[src/rtl/seq_div_pkg.sv]
// Shared types and constants for the sequential restoring divider.
package seq_div_pkg;

  localparam int DEFAULT_WIDTH = 16;

  localparam logic [1:0] ST_IDLE = 2'b00;
  localparam logic [1:0] ST_LOAD = 2'b01;
  localparam logic [1:0] ST_CALC = 2'b10;
  localparam logic [1:0] ST_DONE = 2'b11;

  typedef enum logic [1:0] {
    IDLE = ST_IDLE,
    LOAD = ST_LOAD,
    CALC = ST_CALC,
    DONE = ST_DONE
  } div_state_t;

endpackage

[src/rtl/div_step.sv]
// One combinational restoring-division step: shift {rem,quo} left, trial
// subtract the divisor, keep the difference and set the quotient bit if non-negative.
module div_step
  import seq_div_pkg::*;
#(
  parameter int WIDTH = DEFAULT_WIDTH
) (
  input  logic [WIDTH-1:0] rem_in,
  input  logic [WIDTH-1:0] quo_in,
  input  logic [WIDTH-1:0] divisor,
  output logic [WIDTH-1:0] rem_out,
  output logic [WIDTH-1:0] quo_out
);

  logic [WIDTH:0] shifted_rem;
  logic [WIDTH:0] trial;

  // The extra top bit of the trial difference is the borrow/sign.
  always_comb begin
    shifted_rem = {rem_in, quo_in[WIDTH-1]};
    trial       = shifted_rem - {1'b0, divisor};
    if (trial[WIDTH]) begin
      rem_out = shifted_rem[WIDTH-1:0];
      quo_out = {quo_in[WIDTH-2:0], 1'b0};
    end else begin
      rem_out = trial[WIDTH-1:0];
      quo_out = {quo_in[WIDTH-2:0], 1'b1};
    end
  end

endmodule

[src/rtl/seq_divider.sv]
// Sequential restoring divider: one quotient bit per CALC cycle.
// Define SEQ_DIVIDER_SIGNED_EN for two's-complement operands; unsigned otherwise.
module seq_divider
  import seq_div_pkg::*;
#(
  parameter int WIDTH   = DEFAULT_WIDTH,
  parameter int WIDTH_C = $clog2(WIDTH + 1)
) (
  input  logic             clk,
  input  logic             reset,
  input  logic             start,
  input  logic [WIDTH-1:0] dividend,
  input  logic [WIDTH-1:0] divisor,
  output logic             busy,
  output logic             done,
  output logic [WIDTH-1:0] quotient,
  output logic [WIDTH-1:0] remainder,
  output logic             div_by_zero
);

  div_state_t state, state_next;

  logic [WIDTH-1:0]   divisor_q;
  logic [WIDTH-1:0]   rem_w;
  logic [WIDTH-1:0]   quo_w;
  logic [WIDTH_C-1:0] cnt;
  logic [WIDTH-1:0]   step_rem;
  logic [WIDTH-1:0]   step_quo;
  logic [WIDTH-1:0]   dividend_mag;
  logic [WIDTH-1:0]   divisor_mag;
  logic [WIDTH-1:0]   final_quo;
  logic [WIDTH-1:0]   final_rem;
  logic [WIDTH-1:0]   zero_rem;
  logic               accept;
  logic               last_step;
  logic               zero_div;

  assign accept    = start && ((state == IDLE) || (state == DONE));
  assign last_step = (state == CALC) && (cnt == WIDTH_C'(WIDTH - 1));
  assign zero_div  = (state == LOAD) && (divisor_q == '0);
  assign busy      = (state == LOAD) || (state == CALC);
  assign done      = (state == DONE);

`ifdef SEQ_DIVIDER_SIGNED_EN
  logic quo_neg_q;
  logic rem_neg_q;

  // Work on magnitudes; the signs are re-applied when the result is registered.
  assign dividend_mag = dividend[WIDTH-1] ? -dividend : dividend;
  assign divisor_mag  = divisor[WIDTH-1]  ? -divisor  : divisor;
  assign final_quo    = quo_neg_q ? -step_quo : step_quo;
  assign final_rem    = rem_neg_q ? -step_rem : step_rem;
  assign zero_rem     = rem_neg_q ? -quo_w    : quo_w;

  always_ff @(posedge clk) begin
    if (reset) begin
      quo_neg_q <= 1'b0;
      rem_neg_q <= 1'b0;
    end else if (accept) begin
      quo_neg_q <= dividend[WIDTH-1] ^ divisor[WIDTH-1];
      rem_neg_q <= dividend[WIDTH-1];
    end
  end
`else
  assign dividend_mag = dividend;
  assign divisor_mag  = divisor;
  assign final_quo    = step_quo;
  assign final_rem    = step_rem;
  assign zero_rem     = quo_w;
`endif

  div_step #(.WIDTH(WIDTH)) u_step (
    .rem_in  (rem_w),
    .quo_in  (quo_w),
    .divisor (divisor_q),
    .rem_out (step_rem),
    .quo_out (step_quo)
  );

  always_ff @(posedge clk) begin
    if (reset) state <= IDLE;
    else       state <= state_next;
  end

  always_comb begin
    state_next = state;
    case (state)
      IDLE:    if (start) state_next = LOAD;
      LOAD:    state_next = (divisor_q == '0) ? DONE : CALC;
      CALC:    if (last_step) state_next = DONE;
      DONE:    state_next = start ? LOAD : IDLE;
      default: state_next = IDLE;
    endcase
  end

  // Working registers run in CALC; result registers load only on entry to DONE.
  always_ff @(posedge clk) begin
    if (reset) begin
      divisor_q   <= '0;
      rem_w       <= '0;
      quo_w       <= '0;
      cnt         <= '0;
      quotient    <= '0;
      remainder   <= '0;
      div_by_zero <= 1'b0;
    end else begin
      if (accept) begin
        divisor_q <= divisor_mag;
        quo_w     <= dividend_mag;
        rem_w     <= '0;
        cnt       <= '0;
      end else if (state == CALC) begin
        rem_w <= step_rem;
        quo_w <= step_quo;
        cnt   <= cnt + WIDTH_C'(1);
      end
      if (last_step) begin
        quotient    <= final_quo;
        remainder   <= final_rem;
        div_by_zero <= 1'b0;
      end else if (zero_div) begin
        quotient    <= '1;
        remainder   <= zero_rem;
        div_by_zero <= 1'b1;
      end
    end
  end

endmodule

[config.mk]
export PLATFORM = sky130hd
export DESIGN_NAME = seq_divider
export DESIGN_NICKNAME = d
export VERILOG_FILES = /design/src/rtl/seq_div_pkg.sv /design/src/rtl/div_step.sv /design/src/rtl/seq_divider.sv
export SDC_FILE = /design/constraint.sdc
export NUM_CORES = 1
export LEC_CHECK = 0
export CORE_AREA = 4 4 136 73
export CTS_CLUSTER_DIAMETER = 80
export DETAILED_ROUTE_END_ITERATION = 7
export DIE_AREA = 0 0 140 77
export HOLD_SLACK_MARGIN = 0.02
export PLACE_DENSITY = 0.79
export SYNTH_ARGS = -nofsm -noshare
export SYNTH_HDL_FRONTEND = slang
export SYNTH_SLANG_ARGS = --single-unit
[constraint.sdc]
create_clock -name clk -period 8.95 [get_ports clk]
set_clock_uncertainty 0.2 [all_clocks]
set_input_delay 2.2375 -clock clk [delete_from_list [all_inputs] [get_ports clk]]
set_output_delay 2.2375 -clock clk [all_outputs]
set_load 0.03 [all_outputs]
# Yosys cells after proc, flatten, opt, wreduce, memory -nomap -nowiden
# Cells that the tools add are included.
[classes]
n_eq_ne = 6
mux = 13
n_addsub = 2
reduce_logical = 12
[ops]
columns = ["cell", "count"]
rows = [
  ["$mux 16", 7],
  ["$sub 17x16->17", 1],
  ["$logic_not 16->1", 1],
  ["$pmux 2 s4", 1],
  ["$add 5x1->5 const B", 1],
  ["$eq 5x4->1 const B", 1],
  ["$eq 2x2->1 const B", 2],
  ["$mux 2", 2],
  ["$ne 2x2->1 const B", 2],
  ["$reduce_bool 2->1", 2],
  ["$reduce_or 2->1", 2],
  ["$logic_and 1x1->1", 3],
  ["$mux 1", 3],
  ["$eq 2x1->1 const B", 1],
  ["$logic_not 2->1", 1],
  ["$logic_or 1x1->1", 2],
  ["$reduce_and 2->1", 1],
]
[word_totals]
out_inout_bits = 35
register_bits = 88
elab_cells = 41
input_bits = 35

# Logic depth before layout (Yosys ltp)
# Gate-level depths: netlist of run 1.
[depth]
ltp_word = 4
depth_mapped = 11
depth_no_buf = 10

# Cells and area by module
# From an unflattened synthesis of run 1, not the netlist that was laid out.
[unflattened]
cells_unflattened = 554
hier_area_um2 = 4927.2
[modules_own_cells]
columns = ["mod", "seq_area_each_um2", "instances", "area_per_inst_um2", "cells_per_inst"]
rows = [
  ["seq_divider", 1761.7, 1, 3804.9, 411],
  ["div_step", 0.0, 1, 1122.3, 143],
]

# Worst setup path after synthesis of run 1
# No wires, ideal clock.
[synth_timing]
path_type = "in2reg"
start = "input port reset"
end = "register quo_w[10]"
required_ps = 8613
stages = 4
setup_ps = 137
arrival_ps = 3064
path_buffers = 3
slack_ps = 5549
path_cell_list = "clkbuf_1 > clkbuf_1 > clkbuf_1 > a211oi_1"
[synth_lines]
columns = ["item", "line", "source"]
rows = [
  ["from (decl)", "seq_divider.sv:10", "input logic reset,"],
  ["to (signal assigned)", "seq_divider.sv:109", "quo_w <= dividend_mag;"],
  ["to (signal assigned)", "seq_divider.sv:114", "quo_w <= step_quo;"],
  ["to (decl)", "seq_divider.sv:25", "logic [WIDTH-1:0] quo_w;"],
]
# No word-level cell between the ends.

# Worst setup path after layout of run 1
[layout_timing]
start = "input port start"
end = "register rem_w[2]"
[layout_via]
elab_chain_cells = 2
[layout_rtl]
columns = ["item", "line", "source"]
rows = [
  ["from (decl)", "seq_divider.sv:11", "input logic start,"],
  ["$logic_and 1x1->1", "seq_divider.sv:38", "assign accept = start && ((state == IDLE) || (state == DONE));"],
  ["$reduce_or 2->1 (no line)", "n/a", ""],
  ["to (signal assigned)", "seq_divider.sv:113", "rem_w <= step_rem;"],
  ["to (decl)", "seq_divider.sv:24", "logic [WIDTH-1:0] rem_w;"],
]
# Every way passes these cells.
# A chain may end at the register's enable or synchronous reset.

==> impl_metrics.json, run 1 <==
{
  "synth_ff_type": "dfxtp_1",
  "ctsHoldBuffers": 0,
  "grt_max_degree": 71,
  "clk_path_buf_depth": 2,
  "io_pins": 70,
  "postCtsSetupRepairBufs": 0,
  "drt_first_pass_iters": 5,
  "async_reset_ff_share_pct": 0,
  "fin_cells": 726,
  "h-tree-depth": 3,
  "critPathSlowestCell": "nor2_1",
  "portBuffers": 69,
  "netlist.area_leader.share_pct": 37.9,
  "p_per_area_nw_per_um2": 337,
  "drive_gt1_share_pct": 4.93,
  "max_stage_delay_ps": 890,
  "syn_nets": 617,
  "vias_per_cell": 5.67,
  "period_needed_ps": 4450,
  "end_kind": "flip-flop",
  "drc_errors": 0,
  "finalPower_uw": 1900,
  "leakagePower_uw": 0.00210,
  "min_path_type": "reg2reg",
  "synth_edf_count": 0,
  "finalSetupViolCount": 0,
  "max_freq_ghz": 0.225,
  "yosysSeqAreaShare_pct": 37.9,
  "syn_area_per_cell_um2": 8.33,
  "start_util_pct": 54.1,
  "drt_iter0_drc": 245,
  "clk_pin_slew_ps": 60,
  "multi_input_area_um2": 2640,
  "r2r_slack_ps": 5370,
  "grt_pass1_wl_mm": 18.1,
  "dp_hpwl_mm": 7.77,
  "critPathBufInv": 2,
  "ant_nets": 0,
  "ir_worst_vdd_mv": 0.159,
  "grtUsageTotal_pct": 20.6,
  "fillers": 769,
  "overflow": 0,
  "worst_pin_slew_ps": 1190,
  "cp_common_cell": "nor2_1",
  "syn_area_um2": 4650,
  "vias": 4115,
  "synth-seq-cells": 88,
  "crit_required_ps": 8940,
  "cp_max_fo": 17,
  "synth_area_leaders": "dfxtp_1, mux2i_1, a211oi_1",
  "cts_made_buffers": 9,
  "yosys_warnings": 0,
  "arrival_ps": 4440,
  "fin_crit_sh_pct": 49.7,
  "outcome": "completed",
  "tns_ps": 0,
  "layout_commonest_cell": "dfxtp_1",
  "dieArea_um2": 10800,
  "crit_path_cell_trace": "clkdlybuf4s50_1 > inv_1 > nor2_1 > nor2_1 > o21ai_0 > a21oi_1",
  "crit_family": "simple AND/OR/NAND/NOR gates",
  "start_kind": "input port",
  "cts_tree": "done",
  "final_max_slew_viol_count": 0,
  "final_nets": 663,
  "crit_type": "in2reg",
  "core_area_um2": 8590,
  "n_antenna_cell": 0,
  "netlist_instances": 558,
  "cts-resized-gates": 0,
  "dp_cells": 710,
  "hold_slack_ps": 269,
  "clk_latency_ps": 340,
  "rsz0062_at_grt": "false",
  "wl_per_cell_um": 15.7,
  "netlist-cell-type-count": 46,
  "grt_antenna_before_repair": 0,
  "yosysTopAreaCell": "dfxtp_1",
  "final_cell_mix": "dfxtp_1, clkdlybuf4s50_1, nor2_1",
  "gp_congestion": 0.886,
  "row_count": 24,
  "finalHoldViolations": 0,
  "die_h_um": 77,
  "slew_headroom_pct": 20.5,
  "first_global_vias": 3582,
  "routed_wl_mm": 11.4,
  "cap_violations": 0,
  "clock-root-buffer": "clkbuf_16",
  "area_delta_synth_final_pct": 21.5,
  "fp.dieW_um": 140,
  "regArea_um2": 1760,
  "cts_sinks": 88
}
## Yosys cell counts (2+ instances only)
master,count
mux2i_1,34
nand2b_1,11
a22oi_1,2
nor2b_1,16
and3_1,3
and2_1,2
xor2_1,6
nand4_1,8
nor2_1,59
buf_1,7
o311a_1,2
nand3b_1,5
a31oi_1,7
ha_1,23
nor4_1,3
xnor2_1,8
nand2_1,49
dfxtp_1,88
nor3_1,34
nor4b_1,3
clkbuf_1,30
o31ai_1,2
a211oi_1,44
inv_1,23
o21ai_0,25
nand3_1,5
o21a_1,3
a21oi_1,38
## state kept, by name (all words and copies together), names as in the netlist
| register | cells |
|---|---|
| state | 2 |
| quotient | 16 |
| div_by_zero | 1 |
| rem_w | 16 |
| cnt | 5 |
| remainder | 16 |
| quo_w | 16 |
| divisor_q | 16 |
## layout make-up
type / instances / share of cell area, %
clock inverters: 6 / 0.886
repair buffers: 74 / 12.8
clock buffers: 10 / 4.23
multi-input cells: 408 / 46.8
flip-flops and latches: 88 / 31.2
inverters: 23 / 1.53
well taps: 117 / 2.59
## cells by family after synthesis
logic type	Yosys count	share of synthesized area [%]
mux	34	7.32
simple gates	200	20.4
fa+ha+maj	24	6.62
flops	88	37.9
compound gates	135	19.0
buf+inv	62	5.52
xor+xnor	15	3.23
## path summary, 6_finish.rpt
kind	start	end	cells past startpoint
setup / recovery	start	rem_w[2]	6
hold / removal	divisor_q[9]	divisor_q[9]	2
setup reg to reg	quo_w[15]	remainder[5]	11
hold reg to reg	divisor_q[9]	divisor_q[9]	2
## worst reg2reg max path, stage by stage, from the launching register on
cell and delay, ps:
dfxtp_1 430, inv_1 80, ha_1 230, fa_1 400
nand2b_1 190, a21oi_2 220, o22ai_2 140, o31a_4 420
xnor2_4 180, buf_4 380, mux2i_1 440, a211oi_1 130
## report_power, final
part	internal (uW)	switching [uW]	total [uW]
Combinational	406	592	999
Clock	199	162	361
Sequential	469	74.0	543
## per-stage QoR
step | util, % | setup slack (ps) | instance area (um2)
3_3_place_gp | 62.4 | 4190 | 5360
2_1_floorplan | - | 5550 | 4650
5_1_grt | 65.8 | 4330 | 5650
6_report | 65.8 | 4500 | 5650
4_1_cts | 65.8 | 4480 | 5650
3_5_place_dp | 62.4 | 4130 | 5360
## layer usage
layer  routed length, um  vias to the layer above  GRT usage [%]
met5                   0                        -              0
met4                  94                        0           4.55
met3                 779                       11           4.79
met2                4700                      122           29.2
met1                5830                     1916           31.3
li1                    -                     2066              -
(Power assumes the default switching activity.)
==> inputs of run 2 (changes only) <==
--- a/config.mk
+++ b/config.mk
@@ -5,12 +5,12 @@
 export SDC_FILE = /design/constraint.sdc
 export NUM_CORES = 1
 export LEC_CHECK = 0
-export CORE_AREA = 4 4 136 73
+export CORE_AREA = 4 4 137 73
 export CTS_CLUSTER_DIAMETER = 80
 export DETAILED_ROUTE_END_ITERATION = 7
-export DIE_AREA = 0 0 140 77
+export DIE_AREA = 0 0 141 77
 export HOLD_SLACK_MARGIN = 0.02
-export PLACE_DENSITY = 0.79
+export PLACE_DENSITY = 0.78
 export SYNTH_ARGS = -nofsm -noshare
 export SYNTH_HDL_FRONTEND = slang
 export SYNTH_SLANG_ARGS = --single-unit
==> constraint.sdc (replaced) <==
create_clock -name clk -period 4.6 [get_ports clk]
set_clock_uncertainty 0.2 [all_clocks]
set_input_delay 1.15 -clock clk [delete_from_list [all_inputs] [get_ports clk]]
set_output_delay 1.15 -clock clk [all_outputs]
set_load 0.03 [all_outputs]
==> run 2 against run 1 <==
Effect of this change: combinational power increased by 93%; core utilization decreased by 0.18 points; global-route usage increased by 1.7 points; clock-buffer cell count increased by 1; highest routed layer unchanged.
==> impl_metrics.json, run 2 (synthesis gave the netlist of run 1 again) <==
{
  "drt_first_pass_iters": 5,
  "grt_max_degree": 59,
  "crit_type": "reg2reg",
  "critPathBufInv": 1,
  "drt_iter0_drc": 288,
  "end_kind": "flip-flop",
  "fin_cells": 727,
  "ant_nets": 0,
  "min_path_type": "reg2reg",
  "cts_made_buffers": 9,
  "clk_latency_ps": 340,
  "fin_crit_sh_pct": 81.5,
  "finalSetupViolCount": 0,
  "die_h_um": 77,
  "h-tree-depth": 3,
  "clock-root-buffer": "clkbuf_16",
  "row_count": 24,
  "max_stage_delay_ps": 720,
  "routed_wl_mm": 11.8,
  "min_delay_path_depth": 2,
  "path_depth": 10,
  "ctsHoldBuffers": 0,
  "grtUsageTotal_pct": 22.3,
  "outcome": "completed",
  "cts_sinks": 88,
  "rsz0062_at_grt": "false",
  "p_per_area_nw_per_um2": 659,
  "max_freq_ghz": 0.267,
  "portBuffers": 69,
  "dp_cells": 711,
  "dp_hpwl_mm": 8.32,
  "n_antenna_cell": 0,
  "gp_congestion": 0.906,
  "drive_gt1_share_pct": 4.92,
  "drc_errors": 0,
  "clk_path_buf_depth": 2,
  "final_cell_mix": "dfxtp_1, clkdlybuf4s50_1, nor2_1",
  "worst_pin_slew_ps": 903,
  "r2r_slack_ps": 850,
  "crit_required_ps": 4600,
  "crit_path_cell_trace": "inv_1 > ha_1 > fa_1 > nand2b_1 > a21oi_2 > o22ai_2 > o31a_4 > xnor2_4 > nor4b_1 > o41ai_2",
  "finalHoldViolations": 0,
  "start_util_pct": 53.8,
  "layout_commonest_cell": "dfxtp_1",
  "vias_per_cell": 5.68,
  "ir_worst_vdd_mv": 0.367,
  "arrival_ps": 3750,
  "final_nets": 664,
  "area_delta_synth_final_pct": 22.0,
  "cp_max_fo": 27,
  "hold_slack_ps": 272,
  "crit_family": "compound AO/OA/AOI/OAI gates",
  "slew_headroom_pct": 39.8,
  "cap_violations": 0,
  "period_needed_ps": 3750,
  "wl_per_cell_um": 16.3,
  "cts_tree": "done",
  "overflow": 0,
  "fp.dieW_um": 141,
  "final_max_slew_viol_count": 0,
  "vias": 4132,
  "dieArea_um2": 10900,
  "critPathSlowestCell": "xnor2_4",
  "fillers": 761,
  "io_pins": 70,
  "cts-resized-gates": 0,
  "grt_antenna_before_repair": 0,
  "tns_ps": 0,
  "grt_pass1_wl_mm": 19.5,
  "core_area_um2": 8650,
  "start_kind": "flip-flop",
  "postCtsSetupRepairBufs": 0,
  "r2r_cells": 10,
  "clk_pin_slew_ps": 70,
  "first_global_vias": 3779,
  "leakagePower_uw": 0.00211
}
-- run 2: area by class of cell --
class	instances	area (um2)	area share (%)
tap	117	146	2.58
clock inverter	5	62.6	1.10
timing repair buffer	75	731	12.9
inverter	23	86.3	1.52
multi-input combinational	408	2640	46.6
clock buffer	11	243	4.28
sequential	88	1760	31.1
-- run 2: power by group --
part / total [uW] / internal [uW] / switching (uW)
sequential: 1060 / 913 / 152
clock: 746 / 440 / 307
combinational: 1930 / 786 / 1140
-- run 2: tightest hold or removal path: stages, from the launching register on --
cell and delay (ps):
dfxtp_1 320, nand2_1 60, a21oi_1 50
-- run 2: final timing paths --
check | start | end
setup / recovery | quo_w[15] | remainder[14]
hold / removal | divisor_q[9] | divisor_q[9]
setup reg to reg | quo_w[15] | remainder[14]
hold reg to reg | divisor_q[9] | divisor_q[9]
-- run 2: layer usage --
metal | vias to the layer above | part of all wire, % | global-route usage (%)
met5 | - | 0 | 0
met4 | 0 | 1.1 | 5.90
met3 | 13 | 8.0 | 5.34
met2 | 142 | 40 | 31.6
met1 | 1905 | 51 | 33.5
li1 | 2072 | - | -
-- run 2: per-stage QoR --
step                      area [um2]  setup WS, ps  power (uW)  utilization (%)
final                           5670           852        3740             65.6
after global routing            5670           717        3980             65.6
after CTS                       5670           876        3730             65.6
after detailed placement        5370           936        2970             62.1
after global placement          5370          1070        2940             62.1
after floorplan                 4650          1590        2560                -
==> inputs of run 3 (changes only) <==
==> constraint.sdc (replaced) <==
create_clock -name clk -period 3.45 [get_ports clk]
set_clock_uncertainty 0.2 [all_clocks]
set_input_delay 0.8625 -clock clk [delete_from_list [all_inputs] [get_ports clk]]
set_output_delay 0.8625 -clock clk [all_outputs]
set_load 0.03 [all_outputs]
==> run 3 against run 2 <==
Effect of this change: cell count increased by 0.55%; sequential share of layout area decreased by 0.28 points; largest cell class unchanged; critical path type unchanged; first-iteration DRC count increased by 52%; flip-flop and latch count unchanged; hold slack improved by 4.7 ps; non-clock buffer count increased by 4; clock power increased by 43%; highest routed layer unchanged; die area unchanged; sequential power increased by 34%; routed wire length increased by 3.2%.
==> impl_metrics.json, run 3 (synthesis gave the netlist of run 1 again) <==
{
  "rsz0062_at_grt": "false",
  "min_delay_path_depth": 2,
  "h-tree-depth": 3,
  "wl_per_cell_um": 16.7,
  "final_nets": 668,
  "start_util_pct": 53.8,
  "n_antenna_cell": 0,
  "final_cell_mix": "dfxtp_1, clkdlybuf4s50_1, nor2_1",
  "first_global_vias": 3826,
  "switching_share_pct": 42.3,
  "r2r-end": "remainder[2]",
  "multi_input_area_um2": 2640,
  "grt_max_degree": 48,
  "regArea_um2": 1760,
  "hp-start": "divisor_q[8]",
  "crit_type": "reg2reg",
  "power_frac_seq_pct": 27.7,
  "fp.dieW_um": 141,
  "grtUsageTotal_pct": 22.5,
  "finalSetupViolCount": 0,
  "post-route-util_pct": 66.2,
  "cp_max_fo": 13,
  "grt_pass1_wl_mm": 19.9,
  "tns_ps": 0,
  "r2r_cells": 11,
  "arrival_ps": 3190,
  "pwr-share-comb_pct": 51.3,
  "drive_gt1_share_pct": 5.70,
  "crit_required_ps": 3460,
  "cts_tree": "done",
  "drt_iter0_drc": 439,
  "hold_path_end": "divisor_q[8]",
  "wl_met3_um": 873,
  "dp_hpwl_mm": 8.42,
  "dieArea_um2": 10900,
  "outcome": "completed",
  "fin_crit_sh_pct": 92.1,
  "ctsHoldBuffers": 0,
  "wl_met2_mm": 5.03,
  "worst_pin_slew_ps": 825,
  "cts_sinks": 88,
  "clk_latency_ps": 340,
  "slew_headroom_pct": 44.9,
  "die_h_um": 77,
  "vias_per_cell": 5.73,
  "portBuffers": 69,
  "r2r_slack_ps": 270,
  "finalHoldViolations": 0,
  "p_switching_uw": 2160,
  "start_kind": "flip-flop",
  "finalPower_uw": 5110,
  "gp_congestion": 0.914,
  "leakagePower_uw": 0.00215,
  "top_layer_used": "met4",
  "ir_worst_vdd_mv": 0.404,
  "period_needed_ps": 3180,
  "grt_antenna_before_repair": 0,
  "drc_errors": 0,
  "pwr-share-clk_pct": 21.0,
  "ant_nets": 0,
  "io_pins": 70,
  "wl_met1_mm": 6.08,
  "max_freq_ghz": 0.315,
  "end_kind": "flip-flop",
  "layout_commonest_cell": "dfxtp_1",
  "cap_violations": 0,
  "clk_path_buf_depth": 2,
  "cts-resized-gates": 0,
  "area_delta_synth_final_pct": 23.1,
  "vias": 4189,
  "reg2reg_from": "quo_w[15]",
  "postCtsSetupRepairBufs": 0,
  "clock-root-buffer": "clkbuf_16",
  "overflow": 0,
  "drt_first_pass_iters": 5,
  "routed_wl_mm": 12.2,
  "min_path_type": "reg2reg",
  "clk_pin_slew_ps": 70,
  "cts_made_buffers": 9,
  "core_area_um2": 8650,
  "internal_power_uw": 2950,
  "final_max_slew_viol_count": 0,
  "fillers": 762,
  "row_count": 24,
  "p_per_area_nw_per_um2": 893
}
-- run 3: per-layer routing --
metal / vias up / GRT usage [%]
met5: - / 0
met4: 0 / 6.09
met3: 19 / 4.47
met2: 159 / 32.1
met1: 1922 / 34.3
li1: 2089 / -
-- run 3: final cells by class --
class                           instances  share of cell area, %
Clock buffer                            9                   3.93
Tap cell                              117                   2.56
Clock inverter                          7                   1.77
Timing Repair Buffer                   79                   13.3
Inverter                               23                   1.51
Multi-Input combinational cell        408                   46.2
Sequential cell                        88                   30.8
-- run 3: how the worst max path moves through the flow --
stage / cells past startpoint / from / to / slack (ps)
floorplan: 10 / quo_w[15] / rem_w[14] / 440
global placement: 11 / quo_w[15] / remainder[10] / 470
detailed placement: 11 / quo_w[15] / rem_w[2] / 320
CTS: 11 / quo_w[15] / remainder[6] / 300
global route: 11 / quo_w[15] / rem_w[12] / 120
finish: 11 / quo_w[15] / remainder[2] / 270
-- run 3: worst max-delay path, stage by stage, from the launching register on --
cell and delay (ps):
dfxtp_1 390, inv_1 60, ha_1 210, fa_1 400, nand2b_1 200, a21oi_2 200, o22ai_2 140, o31a_4 420
xnor2_4 160, buf_4 230, mux2i_1 310, a211oi_1 110
-- run 3: per-stage QoR --
step / cell area (um2) / std cells / hold slack (ps) / worst slack [ps]
6_report: 5720 / 731 / 277 / 271
3_5_place_dp: 5400 / 715 / 271 / 323
2_1_floorplan: 4650 / 558 / 249 / 439
5_1_grt: 5720 / 731 / 299 / 118
3_3_place_gp: 5400 / 715 / 259 / 472
4_1_cts: 5720 / 731 / 280 / 302
-- run 3: power by group through the flow --
stage,combinational (uW),sequential (uW),clock (uW)
2_1_floorplan,1960,1460,0
3_3_place_gp,2500,1430,0
3_5_place_dp,2560,1430,0
4_1_cts,2590,1410,1090
5_1_grt,2860,1440,1130
6_report,2620,1420,1070
